[src/rtl/cpu31_pkg.sv]
// Shared types and constants for the CPU31 fetch/commit control path.
package cpu31_pkg;

    localparam logic [31:0] CPU31_RESET_PC   = 32'h0040_0000;
    localparam logic [31:0] CPU31_EXC_VECTOR = 32'h0040_0004;

    typedef enum logic [1:0] {
        S_BOOT   = 2'd0,
        S_FETCH  = 2'd1,
        S_EXEC   = 2'd2,
        S_UPDATE = 2'd3
    } state_t;

    typedef enum logic [1:0] {
        NPC_EXC  = 2'd0,
        NPC_ERET = 2'd1,
        NPC_BR   = 2'd2,
        NPC_SEQ  = 2'd3
    } npc_sel_t;

endpackage

[src/rtl/pc_fetch_sequencer_pc_next_sel.sv]
// Next-PC priority select: exception, eret, taken branch/jump, then PC+4.
module pc_next_sel
    import cpu31_pkg::*;
#(
    parameter logic [31:0] EXC_VECTOR = CPU31_EXC_VECTOR
) (
    input  logic [31:0] pc_out,
    input  logic [31:0] epc,
    input  logic [31:0] br_target,
    input  logic        exc_req,
    input  logic        eret,
    input  logic        br_taken,
    output logic [31:0] next_pc,
    output logic        epc_we
);

    npc_sel_t sel;

    always_comb begin
        sel = NPC_SEQ;
        if (exc_req)
            sel = NPC_EXC;
        else if (eret)
            sel = NPC_ERET;
        else if (br_taken)
            sel = NPC_BR;
    end

    always_comb begin
        next_pc = pc_out + 32'd4;
        case (sel)
            NPC_EXC:  next_pc = EXC_VECTOR;
            NPC_ERET: next_pc = epc;
            NPC_BR:   next_pc = br_target & ~32'd3;
            default:  next_pc = pc_out + 32'd4;
        endcase
    end

    assign epc_we = exc_req;

endmodule

[src/rtl/pc_fetch_sequencer.sv]
// Fetch/commit controller driving the PC register: imem handshake, instruction
// hold, next-PC selection and the EPC register. All outputs are registered.
module pc_fetch_sequencer
    import cpu31_pkg::*;
#(
    parameter logic [31:0] RESET_PC   = CPU31_RESET_PC,
    parameter logic [31:0] EXC_VECTOR = CPU31_EXC_VECTOR
) (
    input  logic        clk,
    input  logic        rst,
    input  logic [31:0] pc_out,
    output logic [31:0] pc_in,
    output logic        pc_ena,
    output logic        imem_req,
    input  logic        imem_ack,
    input  logic [31:0] imem_rdata,
    output logic [31:0] instr,
    output logic        instr_valid,
    input  logic        exec_done,
    input  logic        br_taken,
    input  logic [31:0] br_target,
    input  logic        exc_req,
    input  logic        eret,
    input  logic        halt,
    output logic [31:0] epc
);

    state_t      state, state_next;
    logic        req_next, valid_next, ena_next;
    logic        accept, commit, epc_we;
    logic [31:0] next_pc;

    pc_next_sel #(
        .EXC_VECTOR(EXC_VECTOR)
    ) u_pc_next_sel (
        .pc_out   (pc_out),
        .epc      (epc),
        .br_target(br_target),
        .exc_req  (exc_req),
        .eret     (eret),
        .br_taken (br_taken),
        .next_pc  (next_pc),
        .epc_we   (epc_we)
    );

    // An ack only counts while our request is visibly high and not halted.
    always_comb begin
        accept = (state == S_FETCH) && imem_req && imem_ack && !halt;
        commit = (state == S_EXEC) && exec_done;
    end

    always_ff @(posedge clk or posedge rst) begin
        if (rst)
            state <= S_BOOT;
        else
            state <= state_next;
    end

    // Registered outputs are computed from the state being entered, so
    // imem_req is already high in the first S_FETCH cycle.
    always_comb begin
        state_next = state;
        req_next   = 1'b0;
        valid_next = 1'b0;
        ena_next   = 1'b0;
        case (state)
            S_BOOT: begin
                state_next = S_FETCH;
                req_next   = !halt;
            end
            S_FETCH: begin
                if (accept) begin
                    state_next = S_EXEC;
                    valid_next = 1'b1;
                end else begin
                    req_next = !halt;
                end
            end
            S_EXEC: begin
                if (commit) begin
                    state_next = S_UPDATE;
                    ena_next   = 1'b1;
                end
            end
            S_UPDATE: begin
                state_next = S_FETCH;
                req_next   = !halt;
            end
            default: state_next = S_BOOT;
        endcase
    end

    always_ff @(posedge clk or posedge rst) begin
        if (rst) begin
            pc_in       <= '0;
            pc_ena      <= 1'b0;
            imem_req    <= 1'b0;
            instr       <= '0;
            instr_valid <= 1'b0;
            epc         <= RESET_PC;
        end else begin
            pc_ena      <= ena_next;
            imem_req    <= req_next;
            instr_valid <= valid_next;
            if (accept)
                instr <= imem_rdata;
            if (commit) begin
                pc_in <= next_pc;
                if (epc_we)
                    epc <= pc_out + 32'd4;
            end
        end
    end

endmodule

[config.mk]
export PLATFORM = sky130hd
export DESIGN_NAME = pc_fetch_sequencer
export DESIGN_NICKNAME = d
export VERILOG_FILES = /design/src/rtl/cpu31_pkg.sv /design/src/rtl/pc_fetch_sequencer_pc_next_sel.sv /design/src/rtl/pc_fetch_sequencer.sv
export SDC_FILE = /design/constraint.sdc
export NUM_CORES = 1
export LEC_CHECK = 0
export ABC_AREA = 1
export BUFFER_PORTS_ARGS = -buffer_cell sky130_fd_sc_hd__buf_2
export CAP_MARGIN = 25
export CORE_MARGIN = 1
export CORE_UTILIZATION = 55
export CTS_BUF_LIST = sky130_fd_sc_hd__clkbuf_4
export DETAILED_ROUTE_END_ITERATION = 10
export GPL_TIMING_DRIVEN = 0
export PLACE_DENSITY = 0.88
export SLEW_MARGIN = 10
export SYNTH_ARGS = -nofsm -noshare
export SYNTH_HDL_FRONTEND = slang
export SYNTH_SLANG_ARGS = --single-unit
[constraint.sdc]
create_clock -name clk -period 7.5 [get_ports clk]
set_input_delay 1.5 -clock clk [delete_from_list [all_inputs] [get_ports clk]]
set_output_delay 1.5 -clock clk [all_outputs]
set_load 0.05 [all_outputs]
**Word-level counts from Yosys, hierarchy flattened**

Cells that the tools add are included.

- Output and inout port bits: 99
- Memory bits (read-only): 0
- Memories kept: 0
- Bits of input ports: 104
- RAM bits: 0
- Latch bits: 0
- Register bits: 101
- Word-level logic and storage cells: 38

- Shift operators: 0
- Bitwise gates (word level): 0
- Multiply operators: 0
- Equal/unequal tests: 7
- Multiplexer cells: 13
- Reduce and logical (&&, ||, !) cells: 10
- Div/mod/pow operators: 0
- $add $sub $neg: 1
- Magnitude comparators: 0

Operators with widths:

| operator | count |
|---|---|
| 32-bit case mux with 3 select lines | 1 |
| 32-bit by 3-bit adder with 32-bit output, second input constant | 1 |
| 2-bit two-way mux | 4 |
| 2-bit == test, second input constant | 3 |
| 1-bit two-way mux | 6 |
| 2-bit case mux with 3 select lines | 1 |
| 2-bit by 1-bit == test with 1-bit output, second input constant | 2 |
| 1-bit logical AND | 4 |
| 2-bit zero test | 2 |
| 2-bit != test, second input constant | 2 |
| 2-bit AND reduction | 2 |
| 1-bit case mux with 2 select lines | 1 |
| 2-bit OR reduction | 1 |
| 1-bit zero test | 1 |

**Depth between registers and ports, before layout**

Gate-level depths: netlist of the first run.

- Word-level depth: 6
- Gate-level depth with buffers: 10
- Mapped depth without buffers: 10

**By module**

Synthesis of the first run repeated with hierarchy kept, for this count alone.

- Cells, all modules: 911
- Area total of the unflattened synthesis: 6140.9 um^2

Modules (own cells, without submodules):

| module | cells each | seq. area each (um^2) | instances | area an instance (um^2) |
|---|---|---|---|---|
| pc_fetch_sequencer | 597 | 2528.7 | 1 | 4647.0 |
| pc_next_sel | 314 | 0.0 | 1 | 1493.9 |

**Worst setup path before layout of the first run**

No wires, ideal clock.

- Path type: input -> register
- From: input pc_out[2]
- To: register pc_in[22]
- Library setup time: 0.118 ns
- Setup slack: 4.983 ns
- Required time: 7.382 ns
- Arrival time: 2.399 ns
- Stages on the path: 10
- Buffers on the path: 0
- Cell sequence: ha_1 -> nand2_1 -> nor2_4 -> nand2_4 -> nor2_4 -> nand2_1 -> nand2_1 -> nand3_1 -> nand2_1 -> nand2_1

- Longest elaborated chain between the ends: 2

RTL lines:

| what | line | RTL |
|---|---|---|
| from (decl) | pc_fetch_sequencer.sv:11 | `input logic [31:0] pc_out,` |
| 32-bit by 3-bit adder with 32-bit output | pc_fetch_sequencer_pc_next_sel.sv:35 | `default: next_pc = pc_out + 32'd4;` |
| 32-bit case mux with 3 select lines | pc_fetch_sequencer_pc_next_sel.sv:31 | `case (sel)` |
| to (signal assigned) | pc_fetch_sequencer.sv:108 | `pc_in <= next_pc;` |
| to (decl) | pc_fetch_sequencer.sv:12 | `output logic [31:0] pc_in,` |

No other way between the ends.
A chain may end at the register's enable or synchronous reset.

**Worst setup path after layout of the first run**

- From: register epc[22]
- To: output epc[22]

RTL lines:

| what | line | RTL |
|---|---|---|
| from (decl) | pc_fetch_sequencer.sv:25 | `output logic [31:0] epc` |
| from (signal assigned) | pc_fetch_sequencer.sv:110 | `epc <= pc_out + 32'd4;` |

No word-level cell between the ends.

==> results of run 1 <==
power by group:
group	internal, mW	leakage (nW)	total, mW	switching [mW]
clock network	0.109	0.0749	0.300	0.192
registers	0.797	1.28	0.951	0.154
logic	0.340	2.40	1.61	1.27
total	1.25	3.75	2.86	1.61
placed cells by master (no fill, tap or decap), types with 3 or more instances in the layout:
cell type and n:
a21oi_1 19, and2_1 3, buf_2 210, clkbuf_1 17
clkbuf_4 10, dfrtp_1 100, ha_1 5, inv_1 51
nand2_1 351, nand2_4 3, nand3_1 35, nor2_1 43
nor2_2 5, nor2_4 5, o21ai_0 64, o21ai_1 12
xor2_1 5
cell type report:
| type | instances | area, um^2 |
|---|---|---|
| fillers | 826 | 2640 |
| flip-flops and latches | 101 | 2530 |
| multi-input cells | 563 | 2490 |
| repair buffers | 201 | 1030 |
| inverters | 54 | 205 |
| well taps | 129 | 161 |
| plain buffers | 29 | 126 |
| clock buffers | 10 | 75.1 |
| clock inverters | 6 | 70.1 |
| diodes | 1 | 2.50 |
cells by family (layout without fill, tap and decap cells):
family | Yosys count | after routing | share of synthesized area
buffers and inverters | 83 | 300 | 0.0616
adder cells (fa/ha/maj) | 5 | 5 | 0.0117
AND/OR/NAND/NOR | 451 | 451 | 0.347
AO/OA/AOI/OAI | 100 | 100 | 0.0955
XOR/XNOR | 7 | 7 | 0.0115
flip-flops | 101 | 101 | 0.473
other | 0 | 1 | 0
per-stage QoR:
| stage | power, mW | instances | worst slack, ns |
|---|---|---|---|
| 2_1_floorplan | 2.15 | 747 | 3.35 |
| 3_3_place_gp | 2.53 | 1076 | 2.21 |
| 3_5_place_dp | 2.57 | 1077 | 4.62 |
| 4_1_cts | 2.86 | 1093 | 4.71 |
| 5_1_grt | 3.02 | 1093 | 4.69 |
| 6_report | 2.86 | 1094 | 4.71 |
layer usage:
layer,share of wire,routed length [um]
met5,0.00085,13
met4,0.038,574
met3,0.095,1460
met2,0.47,7170
met1,0.40,6080
worst paths after layout:
| check | cells past startpoint | slack [ns] | from | to |
|---|---|---|---|---|
| setup / recovery | 1 | 4.71 | epc[22]$_DFFE_PP1P_ | epc[22] |
| hold / removal | 2 | 0.48 | instr[22]$_DFFE_PP0P_ | instr[22]$_DFFE_PP0P_ |
| setup reg to reg | 7 | 5.48 | state[0]$_DFFE_PP0P_ | pc_in[7]$_DFFE_PP0N_ |
| hold reg to reg | 2 | 0.48 | instr[22]$_DFFE_PP0P_ | instr[22]$_DFFE_PP0P_ |
| max in group asynchronous | 3 | 5.77 | rst | epc[13]$_DFFE_PP0P_ |
| min in group asynchronous | 2 | 1.03 | rst | instr[25]$_DFFE_PP0P_ |
flip-flops by register name (all words and copies together) (netlist names):
signal	flops
pc_in	32
instr	32
imem_req	1
instr_valid	1
state	2
pc_ena	1
epc	32
synthesized netlist by cell type (2+ instances only):
| library cell | count | share of area |
|---|---|---|
| a31oi_1 | 2 | 0.0023 |
| o21a_1 | 2 | 0.0028 |
| xnor2_1 | 2 | 0.0033 |
| ha_1 | 5 | 0.012 |
| buf_2 | 10 | 0.0094 |
| xor2_1 | 5 | 0.0082 |
| inv_1 | 52 | 0.037 |
| nand2_4 | 3 | 0.0063 |
| nand2_1 | 351 | 0.25 |
| nand3_1 | 35 | 0.033 |
| a21oi_1 | 19 | 0.018 |
| and2_1 | 3 | 0.0035 |
| o21ai_0 | 64 | 0.060 |
| nor2_2 | 5 | 0.0059 |
| nand2_2 | 2 | 0.0023 |
| nor2_1 | 43 | 0.030 |
| o21ai_1 | 12 | 0.011 |
| dfrtp_1 | 100 | 0.47 |
| nor2_4 | 5 | 0.011 |
| clkbuf_1 | 17 | 0.012 |
| nand3_2 | 2 | 0.0037 |
==> results.yml, run 1 <==
outcome:
  outcome: "finished clean"
die:
  num_rows: 35
  die_area_um2: 10100
  pin_count: 203
  dieHeight_um: 101
  initial_core_util: 0.573
  core-area_um2: 9330
  die_w_um: 101
pwr:
  ir_worst_vdd_mv: 0.314
  p_leak_nw: 3.75
  p_per_area_nw_per_um2: 427
sta:
  whs_ns: 0.484
  max_slew_margin: 0.543
  rsz0062_at_grt: "false"
  finalHoldViolCount: 0
  worst_pin_slew_ns: 0.685
  period_needed_ns: 2.79
  period_share: 0.371
  max_freq_ghz: 0.359
  skew_ns: 0.0184
  setup_viol: 0
  fin_tns_setup_ns: 0
  slew_violations: 0
worst_setup_path:
  crit_path_max_fanout: 2
  critPathArrivalTime_ns: 1.29
  crit_type: "flip-flop to primary output"
  worstPathRequired_ns: 6.00
  path_cells: "buf_2"
  path_delay_family: "flip-flops"
  start_kind: "flip-flop"
  worst-path-buf-inv: 1
  endpoint_kind: "primary output"
  slowest_stage: "dfstp_2"
  crit_path_max_incr_delay_ns: 0.56
global_routing:
  grt_start_max_net_pins: 66
  grt_pass1_wl_mm: 24.4
  antenna_found_initial: 2
  first_global_vias: 5332
  grt_overflow_total: 0
  grt_util_met1: 0.387
  grt-busiest-layer: "met2"
  grt.total_usage: 0.314
  grt_use_met2: 0.527
  grtUsageMet3: 0.0652
logic_synthesis:
  syn_inst: 747
  yosys_warnings: 0
  ys_ff_latch: 101
  synth_ff_type: "dfrtp_1"
  synth_edf_count: 0
  avgSynthCellArea_um2: 7.15
  ys_types: 29
  ys_seq_area_frac: 0.473
  synth_area_um2: 5340
  synthArstFlopShare: 1.00
  syn-num-nets: 856
routing:
  antenna_left: 0
  avgRoutedWirePerCell_um: 14.0
  dr.pass1.iters: 5
  drt_iter0_drc: 262
  num_vias: 5617
  routed_wl_mm: 15.3
  vias_per_cell: 5.13
  drc_errors: 0
clock_network:
  hold_buffers: 0
  cts_root_buffer: "clkbuf_4"
  clock_latency_ns: 0.46
  clock_sinks: 101
  cts_made_buffers: 9
  postCtsSetupBuffers: 0
  cts_tree: "yes"
  ctsLongestPathBuffers: 2
  htreeDepth: 3
  cts.clk_slew.worst_paths_ns: 0.16
  postCtsResizedCells: 0
placement:
  hpwl_mm: 11.8
  place_congestion: 0.936
  place_area_um2: 6540
  port_buffers: 200
job:
  cap_violations: 0
final_layout:
  syn_to_final_growth_pct: 25.1
  final_util: 0.717
  finalNetCount: 1068
  drive_gt1_frac: 0.259
  final_area_um2: 6680
hold_path:
  min_path_type: "flip-flop to flip-flop"
Note: power is estimated with default switching activity, not from simulation.
==> run 2, diff against run 1 <==
--- a/config.mk
+++ b/config.mk
@@ -5,15 +5,15 @@
 export SDC_FILE = /design/constraint.sdc
 export NUM_CORES = 1
 export LEC_CHECK = 0
-export ABC_AREA = 1
+export ABC_AREA = 0
 export BUFFER_PORTS_ARGS = -buffer_cell sky130_fd_sc_hd__buf_2
 export CAP_MARGIN = 25
 export CORE_MARGIN = 1
-export CORE_UTILIZATION = 55
+export CORE_UTILIZATION = 45
 export CTS_BUF_LIST = sky130_fd_sc_hd__clkbuf_4
 export DETAILED_ROUTE_END_ITERATION = 10
 export GPL_TIMING_DRIVEN = 0
-export PLACE_DENSITY = 0.88
+export PLACE_DENSITY = 0.79
 export SLEW_MARGIN = 10
 export SYNTH_ARGS = -nofsm -noshare
 export SYNTH_HDL_FRONTEND = slang
==> constraint.sdc (replaced) <==
create_clock -name clk -period 2.44 [get_ports clk]
set_input_delay 0.488 -clock clk [delete_from_list [all_inputs] [get_ports clk]]
set_output_delay 0.488 -clock clk [all_outputs]
set_load 0.05 [all_outputs]
==> run 2 against run 1 <==
Effect of this change: clock power grew to 2.9 times the previous value; sequential share of layout area rose by 2.8 points; register-to-register slack worse by 5.3 ns; clock skew down 0.0043 ns; critical path type is now flip-flop to flip-flop; critical endpoint is now pc_in[19]$_DFFE_PP0N_; highest routed layer is now met4.
==> results.yml, run 2 <==
logic_synthesis:
  synth.top_cells.by_count: "143 x nand2_1, 100 x dfrtp_1, 35 x a21oi_1, 32 x o21ai_0, 20 x clkbuf_1"
  synth.top_cell.area_share: 0.512
  syn_inst: 533
  synthArstFlopShare: 1.00
  synth_ff_type: "dfrtp_1"
  synth_edf_count: 0
  ys_ff_latch: 101
  synth.most_common_cell: "nand2_1"
  avgSynthCellArea_um2: 9.16
  synth_top_area_cell: "dfrtp_1"
  syn-num-nets: 642
  yosys-top-cells-area: "dfrtp_1 51%, nand2_1 11%, a21oi_1 3.6%"
  ys_seq_area_frac: 0.518
  ys_types: 53
  synth_area_um2: 4880
  yosys_warnings: 0
worst_setup_path:
  start_kind: "flip-flop"
  worstPathRequired_ns: 2.82
  endpoint_kind: "flip-flop"
  critPathArrivalTime_ns: 2.66
  r2r-start: "state[0]$_DFFE_PP0P_"
  slowest_stage: "clkbuf_1"
  crit_type: "flip-flop to flip-flop"
  crit_start: "state[0]$_DFFE_PP0P_"
  crit_path_max_incr_delay_ns: 0.54
  crit_path_max_fanout: 10
  path_cells: "inv_1 -> ha_1 -> nand2_1 -> nor2_2 -> clkbuf_1 -> o221ai_1 -> o21ai_0"
clock_network:
  cts.clk_slew.worst_paths_ns: 0.15
  cts_root_buffer: "clkbuf_4"
  htreeDepth: 3
  clock_sinks: 101
  cts_tree: "yes"
  hold_buffers: 0
  ctsLongestPathBuffers: 2
  clock_latency_ns: 0.45
  postCtsSetupBuffers: 0
  cts_made_buffers: 9
final_layout:
  antenna_cells: 0
  fillCellCount: 942
  drive_gt1_frac: 0.324
  regArea_um2: 2530
  finalNetCount: 853
  final_cells: 885
  final_cell_mix: "201 x buf_2, 143 x nand2_1, 100 x dfrtp_1"
  reg_top3: "epc (32), instr (32), pc_in (32)"
  multi_input_area_um2: 2150
  syn_to_final_growth_pct: 27.5
  final_common_cell: "buf_2"
job:
  cap_violations: 0
routing:
  dr.pass1.iters: 5
  routed_wl_mm: 15.6
  vias_per_cell: 5.60
  drc_errors: 0
  antenna_left: 0
  avgRoutedWirePerCell_um: 17.6
  num_vias: 4956
  drt_iter0_drc: 272
die:
  pin_count: 203
  initial_core_util: 0.469
  die_area_um2: 11300
  num_rows: 37
  die_w_um: 106
  dieHeight_um: 106
  core-area_um2: 10400
pwr:
  finalPower_mw: 8.42
  p_sw_frac: 0.552
  p_sw_mw: 4.65
  ir_worst_vdd_mv: 0.800
  power_frac_seq: 0.343
  pwr-share-comb: 0.553
  p_leak_nw: 3.20
  pwr-share-clk: 0.104
  p_int_mw: 3.77
  p_per_area_nw_per_um2: 1350
global_routing:
  grt_start_max_net_pins: 39
  first_global_vias: 4985
  grt.total_usage: 0.285
  grt_overflow_total: 0
  antenna_found_initial: 0
  grt_pass1_wl_mm: 24.8
sta:
  period_share: 0.937
  max_slew_margin: 0.541
  max_freq_ghz: 0.437
  worst_pin_slew_ns: 0.687
  whs_ns: 0.125
  finalHoldViolCount: 0
  skew_ns: 0.0141
  period_needed_ns: 2.29
  slew_violations: 0
  rsz0062_at_grt: "false"
  fin_tns_setup_ns: 0
  layout_setup_ws_ns: 0.153
  setup_viol: 0
placement:
  hpwl_mm: 11.9
  dp.cells: 869
  dp_worst_setup_slack_ns: 0.0153
  port_buffers: 198
  place_congestion: 0.874
outcome:
  outcome: "finished clean"
hold_path:
  min_path_type: "input port to asynchronous set/reset pin"
-- run 2: layout make-up --
cell class                 count  area share
timing repair buffer         200       0.166
clock inverter                 5     0.00804
inverter                      11     0.00723
buffer                        31      0.0269
clock buffer                  11      0.0133
multi-input combinational    390       0.345
sequential                   101       0.406
tap                          136      0.0273
-- run 2: per-layer routing --
layer / vias to the layer above / GRT usage / share of wire
li1: 2287 / - / -
met1: 2361 / 0.341 / 0.38
met2: 280 / 0.495 / 0.50
met3: 28 / 0.0582 / 0.094
met4: 0 / 0.119 / 0.019
met5: - / 0 / 0
-- run 2: path summary, 6_finish.rpt --
| check | to | slack (ns) | cells past startpoint |
|---|---|---|---|
| setup reg to reg | pc_in[19]$_DFFE_PP0N_ | 0.15 | 7 |
| hold / removal | instr[28]$_DFFE_PP0P_ | 0.13 | 2 |
| setup / recovery | pc_in[19]$_DFFE_PP0N_ | 0.15 | 7 |
| min in group clk | imem_req$_DFF_PP0_ | 0.20 | 2 |
| max in group asynchronous | epc[8]$_DFFE_PP0P_ | 1.47 | 4 |
| hold reg to reg | epc[22]$_DFFE_PP1P_ | 0.48 | 2 |
-- run 2: worst max-delay path, delay by kind of cell (launching register included) --
kind                     cells  cell delay (ns)
AND/OR/NAND/NOR              2             0.55
AO/OA/AOI/OAI                2             0.42
adder cells (fa/ha/maj)      1             0.16
buffers and inverters        2             0.65
flip-flops                   1             0.43
-- run 2: logic make-up (layout without fill, tap and decap cells) --
group	after synthesis	after routing	share of synthesized area
buffers and inverters	42	258	0.0420
and+or+nand+nor	232	232	0.223
xor gates and xnor gates	22	22	0.0394
DFF	101	101	0.518
muxes	5	5	0.0110
AOI/OAI and AO/OA	126	126	0.154
adders and majority gates	5	5	0.0128
-- run 2: metrics by stage --
stage	util	cell area [um^2]
after floorplan	-	4890
after global placement	0.581	6050
after detailed placement	0.585	6090
after CTS	0.597	6220
after global routing	0.598	6230
final	0.598	6230
-- run 2: power by group through the flow --
| stage | Combinational, mW | Sequential, mW | Clock [mW] |
|---|---|---|---|
| 2_1_floorplan | 0.953 | 5.37 | 0 |
| 3_3_place_gp | 4.59 | 2.87 | 0 |
| 4_1_cts | 4.68 | 2.88 | 0.904 |
| 6_report | 4.66 | 2.89 | 0.877 |
| 5_1_grt | 4.94 | 2.97 | 0.965 |
| 3_5_place_dp | 4.67 | 2.91 | 0 |
-- run 2: what timing repair did --
item,in CTS,in global routing
pin swaps,0,0
resized for setup,1,4
setup endpoints to repair,2,12
